`src/rtl/calc_pkg.sv`:
```
// Shared definitions for the keypad calculator controller: FSM states,
// operator key codes and BCD sizing.
package calc_pkg;

    localparam int BCD_W = 4;

    typedef enum logic [2:0] {
        ST_ENTER_A,
        ST_OP_WAIT,
        ST_ENTER_B,
        ST_EXEC,
        ST_RESULT,
        ST_ERROR
    } state_e;

    localparam logic [1:0] OP_ADD = 2'b00;
    localparam logic [1:0] OP_SUB = 2'b01;
    localparam logic [1:0] OP_IGN = 2'b10;
    localparam logic [1:0] OP_CLR = 2'b11;

    function automatic logic is_bcd_digit(input logic [3:0] d);
        return d <= 4'd9;
    endfunction

endpackage

```
`src/rtl/bcd_entry_reg.sv`:
```
// BCD operand entry register: shifts digits in from the right until DIGITS
// digits have been entered, with clear, single-digit restart and parallel load.
module bcd_entry_reg #(
    parameter int DIGITS = 4
) (
    input  logic                  clk,
    input  logic                  rst,
    input  logic                  clr,
    input  logic                  start,
    input  logic                  load,
    input  logic                  shift,
    input  logic [3:0]            digit,
    input  logic [4*DIGITS-1:0]   load_val,
    output logic [4*DIGITS-1:0]   value,
    output logic [4*DIGITS-1:0]   value_nxt
);

    localparam int W  = 4 * DIGITS;
    localparam int CW = $clog2(DIGITS + 1);
    localparam logic [CW-1:0] FULL = CW'(DIGITS);

    logic [W-1:0]  val_q, val_d;
    logic [CW-1:0] cnt_q, cnt_d;

    always_comb begin
        val_d = val_q;
        cnt_d = cnt_q;
        if (clr) begin
            val_d = '0;
            cnt_d = '0;
        end else if (start) begin
            val_d = {{(W-4){1'b0}}, digit};
            cnt_d = CW'(1);
        end else if (load) begin
            // A loaded result counts as a full operand; no more digits go in.
            val_d = load_val;
            cnt_d = FULL;
        end else if (shift && cnt_q != FULL) begin
            val_d = {val_q[W-5:0], digit};
            cnt_d = cnt_q + CW'(1);
        end
    end

    always_ff @(posedge clk) begin
        if (rst) begin
            val_q <= '0;
            cnt_q <= '0;
        end else begin
            val_q <= val_d;
            cnt_q <= cnt_d;
        end
    end

    assign value     = val_q;
    assign value_nxt = val_d;

endmodule

```
`src/rtl/calc_sequencer.sv`:
```
// Keypad calculator controller: assembles BCD operands from key events,
// issues one external BCD ALU operation per '=' or chained operator, drives display.
module calc_sequencer
    import calc_pkg::*;
#(
    parameter int DIGITS  = 4,
    parameter int TIMEOUT = 255
) (
    input  logic                  clk,
    input  logic                  rst,
    input  logic                  key_valid,
    input  logic                  is_num,
    input  logic                  is_op,
    input  logic                  is_eq,
    input  logic [3:0]            num_val,
    input  logic [1:0]            op_val,
    output logic                  alu_start,
    output logic [4*DIGITS-1:0]   alu_a,
    output logic [4*DIGITS-1:0]   alu_b,
    output logic                  alu_sub,
    input  logic                  alu_done,
    input  logic [4*DIGITS-1:0]   alu_result,
    input  logic                  alu_neg,
    input  logic                  alu_ovf,
    output logic [4*DIGITS-1:0]   disp_bcd,
    output logic                  disp_neg,
    output logic                  disp_err,
    output logic                  busy
);

    localparam int W  = BCD_W * DIGITS;
    localparam int TW = $clog2(TIMEOUT + 1);

    state_e        state_q, state_d;
    logic          op_sub_q, op_sub_d;
    logic          pend_sub_q, pend_sub_d;
    logic          chain_q, chain_d;
    logic [TW-1:0] timer_q, timer_d;
    logic          alu_start_q, alu_start_d;
    logic [W-1:0]  alu_a_q, alu_a_d;
    logic [W-1:0]  alu_b_q, alu_b_d;
    logic          alu_sub_q, alu_sub_d;
    logic [W-1:0]  disp_bcd_q, disp_bcd_d;
    logic          disp_neg_q, disp_neg_d;
    logic          disp_err_q, disp_err_d;
    logic          busy_q, busy_d;

    logic          a_clr, a_start, a_load, a_shift;
    logic          b_clr, b_start, b_shift;
    logic [W-1:0]  a_val, a_nxt, b_val, b_nxt, a_load_val;

    logic k_eq, k_op, k_num, k_clr, k_arith, k_sub;

    // Priority eq > op > num; invalid digits and the spare op code act as no key.
    assign k_eq    = key_valid & is_eq;
    assign k_op    = key_valid & ~is_eq & is_op;
    assign k_num   = key_valid & ~is_eq & ~is_op & is_num & is_bcd_digit(num_val);
    assign k_clr   = k_op & (op_val == OP_CLR);
    assign k_arith = k_op & ((op_val == OP_ADD) | (op_val == OP_SUB));
    assign k_sub   = (op_val == OP_SUB);

    // A is reloaded either from the ALU (chained op) or from the held result.
    assign a_load_val = (state_q == ST_EXEC) ? alu_result : disp_bcd_q;

    bcd_entry_reg #(.DIGITS(DIGITS)) u_entry_a (
        .clk(clk), .rst(rst), .clr(a_clr), .start(a_start), .load(a_load),
        .shift(a_shift), .digit(num_val), .load_val(a_load_val),
        .value(a_val), .value_nxt(a_nxt)
    );

    bcd_entry_reg #(.DIGITS(DIGITS)) u_entry_b (
        .clk(clk), .rst(rst), .clr(b_clr), .start(b_start), .load(1'b0),
        .shift(b_shift), .digit(num_val), .load_val('0),
        .value(b_val), .value_nxt(b_nxt)
    );

    always_comb begin
        state_d     = state_q;
        op_sub_d    = op_sub_q;
        pend_sub_d  = pend_sub_q;
        chain_d     = chain_q;
        timer_d     = '0;
        alu_start_d = 1'b0;
        alu_a_d     = alu_a_q;
        alu_b_d     = alu_b_q;
        alu_sub_d   = alu_sub_q;
        a_clr = 1'b0; a_start = 1'b0; a_load = 1'b0; a_shift = 1'b0;
        b_clr = 1'b0; b_start = 1'b0; b_shift = 1'b0;

        if (k_clr && state_q != ST_EXEC) begin
            state_d    = ST_ENTER_A;
            op_sub_d   = 1'b0;
            pend_sub_d = 1'b0;
            chain_d    = 1'b0;
            alu_a_d    = '0;
            alu_b_d    = '0;
            alu_sub_d  = 1'b0;
            a_clr      = 1'b1;
            b_clr      = 1'b1;
        end else begin
            unique case (state_q)
                ST_ENTER_A: begin
                    if (k_num) begin
                        a_shift = 1'b1;
                    end else if (k_arith) begin
                        op_sub_d = k_sub;
                        state_d  = ST_OP_WAIT;
                    end
                end
                ST_OP_WAIT: begin
                    if (k_num) begin
                        b_start = 1'b1;
                        state_d = ST_ENTER_B;
                    end else if (k_arith) begin
                        op_sub_d = k_sub;
                    end
                end
                ST_ENTER_B: begin
                    if (k_num) begin
                        b_shift = 1'b1;
                    end else if (k_eq || k_arith) begin
                        state_d     = ST_EXEC;
                        chain_d     = k_arith;
                        pend_sub_d  = k_sub;
                        alu_start_d = 1'b1;
                        alu_a_d     = a_val;
                        alu_b_d     = b_val;
                        alu_sub_d   = op_sub_q;
                    end
                end
                ST_EXEC: begin
                    if (alu_done) begin
                        if (alu_ovf) begin
                            state_d = ST_ERROR;
                        end else if (!chain_q || alu_neg) begin
                            // A negative intermediate cannot be an operand, so the chain stops here.
                            state_d = ST_RESULT;
                        end else begin
                            a_load   = 1'b1;
                            op_sub_d = pend_sub_q;
                            state_d  = ST_OP_WAIT;
                        end
                    end else if (timer_q == TW'(TIMEOUT - 1)) begin
                        state_d = ST_ERROR;
                    end else begin
                        timer_d = timer_q + TW'(1);
                    end
                end
                ST_RESULT: begin
                    if (k_num) begin
                        a_start = 1'b1;
                        b_clr   = 1'b1;
                        state_d = ST_ENTER_A;
                    end else if (k_arith && !disp_neg_q) begin
                        a_load   = 1'b1;
                        op_sub_d = k_sub;
                        state_d  = ST_OP_WAIT;
                    end else if (k_eq && !disp_neg_q) begin
                        a_load      = 1'b1;
                        state_d     = ST_EXEC;
                        chain_d     = 1'b0;
                        alu_start_d = 1'b1;
                        alu_a_d     = disp_bcd_q;
                        alu_b_d     = b_val;
                        alu_sub_d   = op_sub_q;
                    end
                end
                ST_ERROR: ;
                default: state_d = ST_ERROR;
            endcase
        end
    end

    // Display tracks whichever value the next state presents.
    always_comb begin
        disp_bcd_d = disp_bcd_q;
        disp_neg_d = 1'b0;
        unique case (state_d)
            ST_ENTER_A, ST_OP_WAIT: disp_bcd_d = a_nxt;
            ST_ENTER_B:             disp_bcd_d = b_nxt;
            ST_ERROR:               disp_bcd_d = '0;
            ST_RESULT: begin
                disp_bcd_d = (state_q == ST_EXEC) ? alu_result : disp_bcd_q;
                disp_neg_d = (state_q == ST_EXEC) ? alu_neg : disp_neg_q;
            end
            default: ;
        endcase
        disp_err_d = (state_d == ST_ERROR);
        busy_d     = (state_d == ST_EXEC);
    end

    always_ff @(posedge clk) begin
        if (rst) begin
            state_q     <= ST_ENTER_A;
            op_sub_q    <= 1'b0;
            pend_sub_q  <= 1'b0;
            chain_q     <= 1'b0;
            timer_q     <= '0;
            alu_start_q <= 1'b0;
            alu_a_q     <= '0;
            alu_b_q     <= '0;
            alu_sub_q   <= 1'b0;
            disp_bcd_q  <= '0;
            disp_neg_q  <= 1'b0;
            disp_err_q  <= 1'b0;
            busy_q      <= 1'b0;
        end else begin
            state_q     <= state_d;
            op_sub_q    <= op_sub_d;
            pend_sub_q  <= pend_sub_d;
            chain_q     <= chain_d;
            timer_q     <= timer_d;
            alu_start_q <= alu_start_d;
            alu_a_q     <= alu_a_d;
            alu_b_q     <= alu_b_d;
            alu_sub_q   <= alu_sub_d;
            disp_bcd_q  <= disp_bcd_d;
            disp_neg_q  <= disp_neg_d;
            disp_err_q  <= disp_err_d;
            busy_q      <= busy_d;
        end
    end

    assign alu_start = alu_start_q;
    assign alu_a     = alu_a_q;
    assign alu_b     = alu_b_q;
    assign alu_sub   = alu_sub_q;
    assign disp_bcd  = disp_bcd_q;
    assign disp_neg  = disp_neg_q;
    assign disp_err  = disp_err_q;
    assign busy      = busy_q;

endmodule

```
`config.mk`:
```
export PLATFORM = sky130hd
export DESIGN_NAME = calc_sequencer
export DESIGN_NICKNAME = d
export VERILOG_FILES = /design/src/rtl/calc_pkg.sv /design/src/rtl/bcd_entry_reg.sv /design/src/rtl/calc_sequencer.sv
export SDC_FILE = /design/constraint.sdc
export NUM_CORES = 1
export LEC_CHECK = 0
export CAP_MARGIN = 10
export CELL_PAD_IN_SITES_DETAIL_PLACEMENT = 1
export CELL_PAD_IN_SITES_GLOBAL_PLACEMENT = 1
export CORE_ASPECT_RATIO = 1.4
export CORE_MARGIN = 10
export CORE_UTILIZATION = 43
export CTS_CLUSTER_SIZE = 30
export DETAILED_ROUTE_END_ITERATION = 7
export GPL_TIMING_DRIVEN = 0
export HOLD_SLACK_MARGIN = 0.02
export PLACE_DENSITY_LB_ADDON = 0.1
export SLEW_MARGIN = 15
export SYNTH_ARGS = -nofsm -noshare
export SYNTH_HDL_FRONTEND = slang
export SYNTH_SLANG_ARGS = --single-unit
```
`constraint.sdc`:
```
create_clock -name clk -period 5.4 [get_ports clk]
set_input_delay 1.08 -clock clk [delete_from_list [all_inputs] [get_ports clk]]
set_output_delay 1.08 -clock clk [all_outputs]
set_load 0.02 [all_outputs]
```
=== After elaboration in Yosys (flattened, before gate mapping) ===
Cells that the tools add are included.

* Latch bits: 0
* Word-level logic and storage cells: 180
* Bits in registers: 105
* Bits in read-only memories: 0
* Memory bits (writable): 0
* Memories: 0
* Output and inout port bits: 53

* Reduce and logical (&&, ||, !) cells: 31
* Div/mod/pow operators: 0
* Shift operators: 0
* Multipliers: 0
* Bitwise gates (word level): 14
* $lt $le $gt $ge: 1
* Mux-type cells: 84
* Equality and inequality tests: 27
* Add/sub/neg operators: 3

{| class="wikitable"
|+ Operators with widths
! cell !! number
|-
| 16-bit two-way mux || 18
|-
| 16-bit one-hot mux with 2 select lines || 2
|-
| 16-bit one-hot mux with 4 select lines || 1
|-
| 3-bit two-way mux || 15
|-
| 1-bit two-way mux || 42
|-
| 2-bit inequality test (second input constant) || 10
|-
| 3-bit one-hot mux with 6 select lines || 1
|-
| 3-bit by 2-bit == test with 1-bit output (second input constant) || 4
|-
| 3-bit == test (second input constant) || 4
|-
| 2-bit OR reduction || 6
|-
| 8-bit by 1-bit adder with 8-bit output (second input constant) || 1
|-
| 1-bit bitwise AND || 8
|-
| 8-bit == test (second input constant) || 1
|-
| 1-bit one-hot mux with 2 select lines || 4
|-
| 8-bit AND reduction || 1
|-
| 3-bit by 1-bit adder with 3-bit output (second input constant) || 2
|-
| 3-bit by 1-bit == test with 1-bit output (second input constant) || 2
|-
| 3-bit zero test || 2
|-
| 3-bit inequality test (second input constant) || 2
|-
| 6-bit AND reduction || 1
|-
| 2-bit nonzero test || 3
|-
| 3-bit nonzero test || 2
|-
| 3-bit OR reduction || 2
|-
| 1-bit logical AND || 5
|-
| 15 further kinds || 21
|}

=== Logic depth before layout (Yosys ltp) ===
* Depth in word-level cells: 14
* Mapped depth: 11
* Mapped depth without buffers: 9

=== Hierarchy ===
Synthesis repeated with hierarchy kept, for this count alone.

* Cells, all modules: 639
* Area, all modules: 5661.7 um^2

{| class="wikitable"
|+ Modules (own cells, without submodules)
! module !! cells each !! area each (um^2) !! times used !! seq. area each (um^2)
|-
| calc_sequencer || 401 || 3522.1 || 1 || 1341.3
|-
| bcd_entry_reg || 119 || 1069.8 || 2 || 380.4
|}

=== Worst setup path before layout ===
Ideal clock, no wire load.

* Path type: in2reg
* From: input is_op
* To: register disp_bcd_q[2], in the netlist disp_bcd[2]
* Required time: 5309 ps
* Data arrival time: 2813 ps
* Stages on the path: 8
* Slack: 2497 ps
* Cell sequence: and4bb_1 -> nand2_1 -> or4_1 -> and2_1 -> buf_2 -> mux2i_1 -> or3_1 -> a311oi_1

* Word-level cells in the longest chain between the ends: 13

{| class="wikitable"
|+ Ends and longest elaborated chain
! item !! RTL line !! RTL
|-
| start: declaration || calc_sequencer.sv:13 || <nowiki>input logic is_op,</nowiki>
|-
| 1-bit NOT || calc_sequencer.sv:57 || <nowiki>assign k_num = key_valid & ~is_eq & ~is_op & is_num & is_bcd_digit(num_val);</nowiki>
|-
| 1-bit bitwise AND (3 in a row) || calc_sequencer.sv:57 ||
|-
| 1-bit two-way mux || - ||
|-
| 1-bit two-way mux || calc_sequencer.sv:101 || <nowiki>unique case (state_q)</nowiki>
|-
| 1-bit two-way mux || calc_sequencer.sv:90 || <nowiki>if (k_clr && state_q != ST_EXEC) begin</nowiki>
|-
| 1-bit logical AND || bcd_entry_reg.sv:38 || <nowiki>end else if (shift && cnt_q != FULL) begin</nowiki>
|-
| 16-bit two-way mux || bcd_entry_reg.sv:38 ||
|-
| 16-bit two-way mux || bcd_entry_reg.sv:34 || <nowiki>end else if (load) begin</nowiki>
|-
| 16-bit two-way mux || bcd_entry_reg.sv:31 || <nowiki>end else if (start) begin</nowiki>
|-
| 16-bit two-way mux || bcd_entry_reg.sv:28 || <nowiki>if (clr) begin</nowiki>
|-
| 16-bit one-hot mux with 4 select lines || calc_sequencer.sv:178 || <nowiki>unique case (state_d)</nowiki>
|-
| end signal: assignment || calc_sequencer.sv:217 || <nowiki>disp_bcd_q <= disp_bcd_d;</nowiki>
|-
| end: declaration || calc_sequencer.sv:43 || <nowiki>logic [W-1:0] disp_bcd_q, disp_bcd_d;</nowiki>
|}

Several ways; a longest one is shown, not always the timed one.
A chain may end at the register's enable or synchronous reset.

=== Final worst setup path ===
* From: input op_val[1]
* To: register disp_bcd_q[10], in the netlist disp_bcd[10]

* Word-level cells in the longest chain between the ends: 12

{| class="wikitable"
|+ Ends and longest elaborated chain
! item !! RTL line !! RTL
|-
| start: declaration || calc_sequencer.sv:16 || <nowiki>input logic [1:0] op_val,</nowiki>
|-
| 2-bit by 1-bit == test with 1-bit output / 2-bit zero test (equally long branches) || calc_sequencer.sv:59 || <nowiki>assign k_arith = k_op & ((op_val == OP_ADD) | (op_val == OP_SUB));</nowiki>
|-
| 1-bit bitwise OR || calc_sequencer.sv:59 ||
|-
| 1-bit bitwise AND || calc_sequencer.sv:59 ||
|-
| 1-bit logical AND || calc_sequencer.sv:154 || <nowiki>end else if (k_arith && !disp_neg_q) begin</nowiki>
|-
| 1-bit two-way mux || calc_sequencer.sv:154 ||
|-
| 1-bit two-way mux || calc_sequencer.sv:150 || <nowiki>if (k_num) begin</nowiki>
|-
| 1-bit one-hot mux with 2 select lines || calc_sequencer.sv:101 ||
|-
| 1-bit two-way mux || calc_sequencer.sv:90 ||
|-
| 16-bit two-way mux || bcd_entry_reg.sv:34 ||
|-
| 16-bit two-way mux || bcd_entry_reg.sv:31 ||
|-
| 16-bit two-way mux || bcd_entry_reg.sv:28 ||
|-
| 16-bit one-hot mux with 4 select lines || calc_sequencer.sv:178 ||
|}

Several ways; a longest one is shown, not always the timed one.

==> flow_summary.json <==
{
  "status": "finished clean",
  "hold_violations": 0,
  "slowest_stage": "nor4_4",
  "num_vias": 4999,
  "insertion_delay_ps": 360,
  "htree_levels": 3,
  "tightest_slew_ps": 885,
  "finalWirelength_mm": 19.0,
  "viasPerCell": 5.77,
  "initial_core_util_pct": 44.2,
  "coreArea_um2": 11900,
  "synthesis.nets": 657,
  "cts_sinks": 105,
  "avgSynthCellArea_um2": 8.47,
  "num_rows": 47,
  "postCtsHoldBufs": 0,
  "synthArstFlopShare_pct": 0,
  "crit_type": "in2reg",
  "design_area_um2": 6580,
  "antenna_cells": 0,
  "finalNonFillerCells": 866,
  "die_w_um": 113,
  "ir_drop_mv": 0.160,
  "dr.first_iter.drc_count": 292,
  "cts_resized": 0,
  "powerDensity_nw_per_um2": 295,
  "area_growth_pct": 25.4,
  "layout_commonest_cell": "nand2_1",
  "fmax_ghz": 0.282,
  "place_inst": 850,
  "gp_congestion": 0.890,
  "antenna_found_initial": 0,
  "yosys_warnings": 0,
  "synth-seq-area-share_pct": 40.0,
  "hold_ws_ps": 458,
  "grt_pass1_wl_mm": 29.6,
  "clockBufferDepth": 2,
  "synthCells": 620,
  "numPortBuffers": 83,
  "routedWlPerCell_um": 21.9,
  "clk_pin_slew_ps": 80,
  "crit_path_end_kind": "flip-flop",
  "ys_types": 66,
  "dpl.hpwl_mm": 14.7,
  "tns_ps": 0,
  "reg2reg_depth": 9,
  "cts_tree": "built",
  "synth-main-ff-cell": "dfxtp_1",
  "crit_path_start_kind": "input port",
  "ys_ff_latch": 105,
  "maxSlewViolCount": 0,
  "crit_path_max_incr_delay_ps": 650,
  "period_needed_ps": 3540,
  "rsz0062_at_grt": "false",
  "placed_cell_area_um2": 6260,
  "synth_edf_count": 0,
  "seq_area_um2": 2100,
  "slew_headroom_pct": 41.0,
  "setup_violations": 0,
  "min_path_type": "reg2reg",
  "p_leak_uw": 0.00251,
  "crit_chain": "clkdlybuf4s50_1, nor2b_1, o211ai_1, a21oi_4, nor4_4, buf_2, nand2_1, a311oi_1",
  "final_nets": 751,
  "multi_input_area_um2": 2870,
  "fillCellCount": 1418,
  "cts_made_buffers": 9,
  "layout_common_cells": "113 x nand2_1, 105 x dfxtp_1, 83 x clkdlybuf4s50_1",
  "io_pins": 84,
  "fin_crit_sh_pct": 65.6,
  "dr.pass1.iters": 5,
  "die_y_um": 151,
  "track_usage_pct": 22.0,
  "cts-root-buf": "clkbuf_16",
  "post_cts_buffers": 0,
  "dieArea_um2": 17100,
  "final_antenna_net_count": 0,
  "critPathRequiredTime_ps": 5650,
  "grt_start_max_net_pins": 21,
  "grt_pass1_vias": 5291,
  "drive_above_1_share_pct": 8.34,
  "whs_path_depth": 2,
  "critPathMaxFanout": 10,
  "remaining_drc_errors": 0,
  "skew_ps": 12.0,
  "globalRouteOverflowTotal": 0,
  "arrival_ps": 3790,
  "syn-cell-area_um2": 5250,
  "max-cap-violations": 0
}
-- worst max-delay path, delay by kind of cell --
kind / cells / cell delay (ps)
simple gates: 3 / 850
buf+inv: 2 / 930
compound gates: 3 / 940
-- cell usage after synthesis, types with 7 or more instances --
cell type,number,area [um2]
nand2_1,113,424
dfxtp_1,105,2100
nor2_1,79,297
mux2i_1,52,521
a21oi_1,32,160
a211oi_1,19,143
clkbuf_1,17,63.8
nand4_1,17,106
buf_2,15,75.1
a311oi_1,13,114
o21ai_0,13,65.1
o31a_1,11,96.3
nor3_1,10,50.1
inv_1,9,33.8
nand3_1,8,40.0
nor2b_1,8,50.1
nand2b_1,7,43.8
xor2_1,7,61.3
-- report_power, final --
group	internal (uW)	total (uW)	leakage [uW]	switching, uW
Combinational	157	393	0.00151	236
Sequential	809	833	0.000848	24.4
Clock	377	716	0.000158	339
Total	1340	1940	0.00251	599
-- area by class of cell --
type,instances,share of cell area (%)
plain buffers,45,3.76
well taps,147,2.79
multi-input cells,461,43.5
inverters,9,0.513
clock buffers,9,3.42
clock inverters,7,1.41
flip-flops and latches,105,31.9
repair buffers,83,12.6
-- layer usage --
layer  vias up  part of all wire (%)  track usage, %
met5         -                     0               0
met4         0                   2.7            8.65
met3        34                   5.3            4.98
met2       135                    52            39.7
met1      2461                    40            24.4
li1       2369                     -               -
-- registers in the layout, indices dropped and copies added (netlist names), 3 cells and up --
signal           flops
u_entry_a.value     16
u_entry_b.value     16
disp_bcd            16
u_entry_a.cnt_q      3
alu_a               16
timer_q              8
alu_b               16
state_q              3
u_entry_b.cnt_q      3
-- metrics by stage --
step	utilization, %	worst slack, ps	total power (uW)
2_1_floorplan	-	2500	1080
3_3_place_gp	52.7	1580	1240
3_5_place_dp	52.7	1500	1250
4_1_cts	55.4	1880	1960
5_1_grt	55.4	1770	2020
6_report	55.4	1860	1940
-- kinds of logic after synthesis --
logic type	after synthesis	synth area share, %
DFF	105	40.0
buffers and inverters	54	5.36
adders and majority gates	6	1.43
xor gates and xnor gates	10	1.67
AOI/OAI and AO/OA	118	16.5
muxes	53	10.1
and+or+nand+nor	274	24.9
-- final timing paths --
kind | start | slack, ps | endpoint
setup / recovery | op_val[1] | 1860 | disp_bcd[10]
hold / removal | alu_b[4] | 460 | alu_b[4]
setup reg to reg | state_q[1] | 2680 | u_entry_b.value[13]
hold reg to reg | alu_b[4] | 460 | alu_b[4]
Note: power is estimated with default switching activity, not from simulation.
==> edit 1, RTL diff (same settings) <==
`val_q` no longer has a reset.
--- a/src/rtl/bcd_entry_reg.sv
+++ b/src/rtl/bcd_entry_reg.sv
@@ -44,10 +44,12 @@
     always_ff @(posedge clk) begin
         if (rst) begin
-            val_q <= '0;
             cnt_q <= '0;
         end else begin
-            val_q <= val_d;
             cnt_q <= cnt_d;
         end
+    end
+
+    always_ff @(posedge clk) begin
+        val_q <= val_d;
     end
 
Function: changed (Yosys sat finds a counterexample within 4 cycles, from zero or initial values and one cycle with rst high).
==> edit 1 against the unedited design <==
Final cell count up 0.35%; worst setup slack worse by 0.14 ns; first-iteration DRC count is 13% lower; routed wire length is 3.5% higher; via count increased by 3.7%; sequential cell count did not move; synthesized area fell by 0.19%; power down 9.1%; synthesized cell count increased by 0.65%; sequential power rose by 2%; clock power fell by 3.9%; non-clock buffer count grew 1; design area decreased by 0.28%; largest power group unchanged.
==> edit 1: results (changes against the unedited design) <==
status: "finished, final reports clean"  # unchanged
placed_cell_area_sq_um: 6240  # was 6260 sq um
fillCellCount: 1449  # was 1418
vias_per_cell: 5.96  # was 5.77
synth_adder_area_share_pct: 1.43  # about the same
tightestPinTransition_ns: 0.846  # was 0.885 ns
grt_util_all_layers_pct: 22.6  # was 22.0%
grt_max_degree: 23  # was 21
synth-compound-area-share_pct: 22.1  # was 16.5%
min_path_type: "register to register"  # unchanged
p_leak_uw: 0.00227  # was 0.00251 uW
synthXorXnorAreaFrac_pct: 1.67  # about the same
yosysSeqAreaShare_pct: 40.1  # was 40.0%
max-clock-path-buffers: 2  # unchanged
htreeDepth: 3  # unchanged
path_clk_slew_ns: 0.08  # about the same
cts_hold_buf: 0  # unchanged
place.gp.congestion: 0.916  # was 0.890
crit_arrival_ns: 3.91  # was 3.79 ns
ys_async_sr_fraction_pct: 0  # unchanged
nNetsFinal: 754  # was 751
antenna_found_initial: 0  # unchanged
synth_cell_types: 62  # was 66
drt_iter0_markers: 255  # was 292
min_path_cells: 2  # unchanged
worstRegToRegCells: 9  # unchanged
clock-root-buffer: "clkbuf_16"  # unchanged
dp_hpwl_mm: 15.1  # was 14.7 mm
cts.repair_timing.setup_buffer_count: 0  # unchanged
synthTopCellsByCount: "nand2_1 (114), dfxtp_1 (105), nor2_1 (50)"  # was nand2_1 (113), dfxtp_1 (105), nor2_1 (79)
drive_gt1_share_pct: 8.86  # was 8.34%
grt_pass1_wl_mm: 30.6  # was 29.6 mm
clock_latency_ns: 0.36  # about the same
io_buffer_count: 82  # was 83
cp_max_fo: 10  # unchanged
syn_nets: 661  # was 657
diodes: 0  # unchanged
routedWlPerCell_um: 22.6  # was 21.9 um
first_global_vias: 5619  # was 5291
drtPass1Iterations: 4  # was 5
ys_top_cells_by_area: "dfxtp_1 (40%), nand2_1 (8.2%), mux2i_1 (6.1%)"  # was dfxtp_1 (40%), mux2i_1 (9.9%), nand2_1 (8.1%)
ir_worst_vdd_v: 0.000148  # was 0.000160 V
ys_warn_count: 0  # unchanged
place_ws_ns: 1.48  # was 1.50 ns
finalClockSkew_ns: 0.0108  # was 0.0120 ns
vias: 5183  # was 4999
muxShareOfSynthArea_pct: 6.76  # was 10.1%
cts_resized: 0  # unchanged
syn_avg_cell_area_sq_um: 8.40  # was 8.47 sq um
dp.cells: 853  # was 850
cts-buffers-inserted: 9  # unchanged
## edit 1: path summary, 6_finish.rpt
kind / start / end / slack (ns)
setup / recovery: num_val[1] / disp_bcd[12]$_SDFFE_PP0P_ / 1.72
hold / removal: alu_b[3]$_SDFFE_PP0P_ / alu_b[3]$_SDFFE_PP0P_ / 0.46
setup reg to reg: u_entry_a.cnt_q[0]$_SDFFE_PP0P_ / disp_bcd[14]$_SDFFE_PP0P_ / 2.57
hold reg to reg: alu_b[3]$_SDFFE_PP0P_ / alu_b[3]$_SDFFE_PP0P_ / 0.46
## edit 1: cell type report
| class | count | area, sq um | share of cell area, % |
|---|---|---|---|
| multi-input cells | 462 | 2830 | 43.2 |
| flip-flops and latches | 105 | 2100 | 32.0 |
| repair buffers | 82 | 821 | 12.5 |
| plain buffers | 47 | 267 | 4.06 |
| clock buffers | 9 | 225 | 3.43 |
| well taps | 147 | 184 | 2.80 |
| clock inverters | 7 | 93.8 | 1.43 |
| inverters | 10 | 37.5 | 0.572 |
## edit 1: layer usage
metal	global-route usage, %	up-vias	part of all wire [%]
met4	12.3	0	4.8
met2	40.6	180	51
met3	4.18	51	4.4
met5	0	-	0
li1	-	2434	-
met1	24.5	2518	40
## edit 1: power by group
part	total, uW	switching [uW]	internal [uW]	leakage (uW)
Combinational	228	122	106	0.00127
Clock	688	352	336	0.000154
Sequential	851	40.3	810	0.000850
Total	1770	514	1250	0.00227
## edit 1: critical path, cell delays in order
cell and delay [ns]:
clkdlybuf4s50_1 0.51, o21ai_2 0.46, nand4_2 0.38, a31oi_4 0.41
nand3_1 0.33, buf_2 0.29, o21ai_1 0.37, a211oi_2 0.06
==> edit 2, RTL diff (same settings) <==
Without the edit above. `DIGITS` is set to 4 in 2 places; all go to 2.
--- a/src/rtl/bcd_entry_reg.sv
+++ b/src/rtl/bcd_entry_reg.sv
@@ -2,5 +2,5 @@
 // digits have been entered, with clear, single-digit restart and parallel load.
 module bcd_entry_reg #(
-    parameter int DIGITS = 4
+    parameter int DIGITS = 2
 ) (
     input  logic                  clk,
--- a/src/rtl/calc_sequencer.sv
+++ b/src/rtl/calc_sequencer.sv
@@ -4,5 +4,5 @@
     import calc_pkg::*;
 #(
-    parameter int DIGITS  = 4,
+    parameter int DIGITS  = 2,
     parameter int TIMEOUT = 255
 ) (
Interface: changed (resized alu_a, alu_b, alu_result and disp_bcd); port bits go from 84 to 52. The function was not compared with the original's and may differ.
==> edit 2 against the unedited design <==
Synthesized area decreased by 39%; via count decreased by 42%; synthesized cell count decreased by 41%; combinational power decreased by 85%; sequential cell count decreased by 42; routed wire length decreased by 46%; non-clock buffer count decreased by 55; design area decreased by 39%; sequential share of layout area decreased by 0.69 points; worst setup slack got worse by 0.19 ns; worst hold slack improved by 0.026 ns; power decreased by 49%; largest power group unchanged; highest routed layer unchanged.
==> edit 2: results (changes against the unedited design) <==
status: "finished, final reports clean"  # unchanged
ys_top_cells_by_area: "dfxtp_1 (40%), mux2i_1 (9.1%), nor2_1 (7.7%)"  # was dfxtp_1 (40%), mux2i_1 (9.9%), nand2_1 (8.1%)
crit_slowest_cell: "or4b_4"  # was nor4_4
ys_warn_count: 0  # unchanged
first_global_vias: 3197  # was 5291
syn_nets: 393  # was 657
crit_arrival_ns: 4.02  # was 3.79 ns
final_cells: 530  # was 866
drt_wl_total_mm: 10.2  # was 19.0 mm
synthTopCellsByCount: "nor2_1 (65), dfxtp_1 (63), mux2i_1 (29)"  # was nand2_1 (113), dfxtp_1 (105), nor2_1 (79)
relSlewSlack_pct: 39.5  # was 41.0%
dp_hpwl_mm: 7.83  # was 14.7 mm
io_buffer_count: 51  # was 83
vias_per_cell: 5.51  # was 5.77
dp.cells: 514  # was 850
grt_max_degree: 13  # was 21
synth_cell_types: 55  # was 66
syn_to_final_growth_pct: 26.7  # was 25.4%
yosysSeqAreaShare_pct: 39.6  # was 40.0%
p_leak_uw: 0.00140  # was 0.00251 uW
drive_gt1_share_pct: 8.31  # was 8.34%
htreeDepth: 3  # unchanged
grt_pass1_wl_mm: 16.5  # was 29.6 mm
ir_worst_vdd_v: 0.000210  # was 0.000160 V
drt_iter0_markers: 169  # was 292
cp_max_fo: 7  # was 10
crit_path_max_incr_delay_ns: 0.57  # was 0.65 ns
place.gp.congestion: 0.839  # was 0.890
clock-root-buffer: "clkbuf_8"  # was clkbuf_16
synth_edf_count: 0  # unchanged
drtPass1Iterations: 4  # was 5
syn_avg_cell_area_sq_um: 8.70  # was 8.47 sq um
cts_resized: 0  # unchanged
cpLargestDelayFamily: "simple AND/OR/NAND/NOR gates"  # was compound AO/OA/AOI/OAI gates
finalClockSkew_ns: 0.0120  # about the same
nNetsFinal: 455  # was 751
rrSetupSlack_ns: 2.16  # was 2.68 ns
grt_util_all_layers_pct: 18.6  # was 22.0%
-- edit 2: worst register-to-register path, stage by stage, from the launching register on --
cell and delay [ns]:
dfxtp_1 0.34, clkbuf_1 0.35, clkbuf_1 0.38, nand2_1 0.19
or3_1 0.38, a21oi_1 0.66, clkbuf_1 0.52, mux2i_1 0.25
nor2_1 0.05
-- edit 2: per-stage QoR --
stage	instance area [sq um]	power, uW	setup WS (ns)	utilization (%)	hold slack, ns
after floorplan	3190	504	2.05	-	0.441
after global placement	3820	537	1.31	52.5	0.459
after detailed placement	3820	538	1.30	52.5	0.472
after CTS	4040	994	1.66	55.5	0.485
after global routing	4040	1020	1.47	55.5	0.521
final	4040	991	1.67	55.5	0.484
-- edit 2: layout make-up --
class,instances,area (sq um)
buffer,22,85.1
multi-input combinational,274,1810
fill,884,3230
clock buffer,9,124
clock inverter,7,95.1
tap,97,121
inverter,7,26.3
sequential,63,1260
timing repair buffer,51,510
-- edit 2: final timing paths --
| kind | startpoint | depth (start not counted) | to |
|---|---|---|---|
| worst max-delay path | is_eq | 9 | disp_bcd[4]$_SDFFE_PP0P_ |
| worst min-delay path | u_entry_a.value[7]$_SDFF_PP0_ | 2 | alu_a[7]$_SDFFE_PP0P_ |
| worst max register to register | state_q[2]$_SDFF_PP0_ | 8 | alu_b[6]$_SDFFE_PP0P_ |
| worst min register to register | u_entry_a.value[7]$_SDFF_PP0_ | 2 | alu_a[7]$_SDFFE_PP0P_ |
-- edit 2: logic make-up after synthesis --
logic type | share of synthesized area, %
DFF | 39.6
and+or+nand+nor | 25.3
AOI/OAI and AO/OA | 16.8
muxes | 10.5
adders and majority gates | 1.57
xor gates and xnor gates | 2.75
buffers and inverters | 3.50
-- edit 2: where the power goes --
part	internal (uW)	switching, uW
clock	260	204
combinational	26.2	32.5
sequential	466	2.10
total	753	238
-- edit 2: routing by layer --
layer | track usage [%] | vias up | part of all wire, %
met5 | 0 | - | 0
met4 | 7.54 | 0 | 2.2
met3 | 3.63 | 19 | 4.6
met2 | 33.9 | 55 | 52
met1 | 20.5 | 1409 | 42
li1 | - | 1438 | -
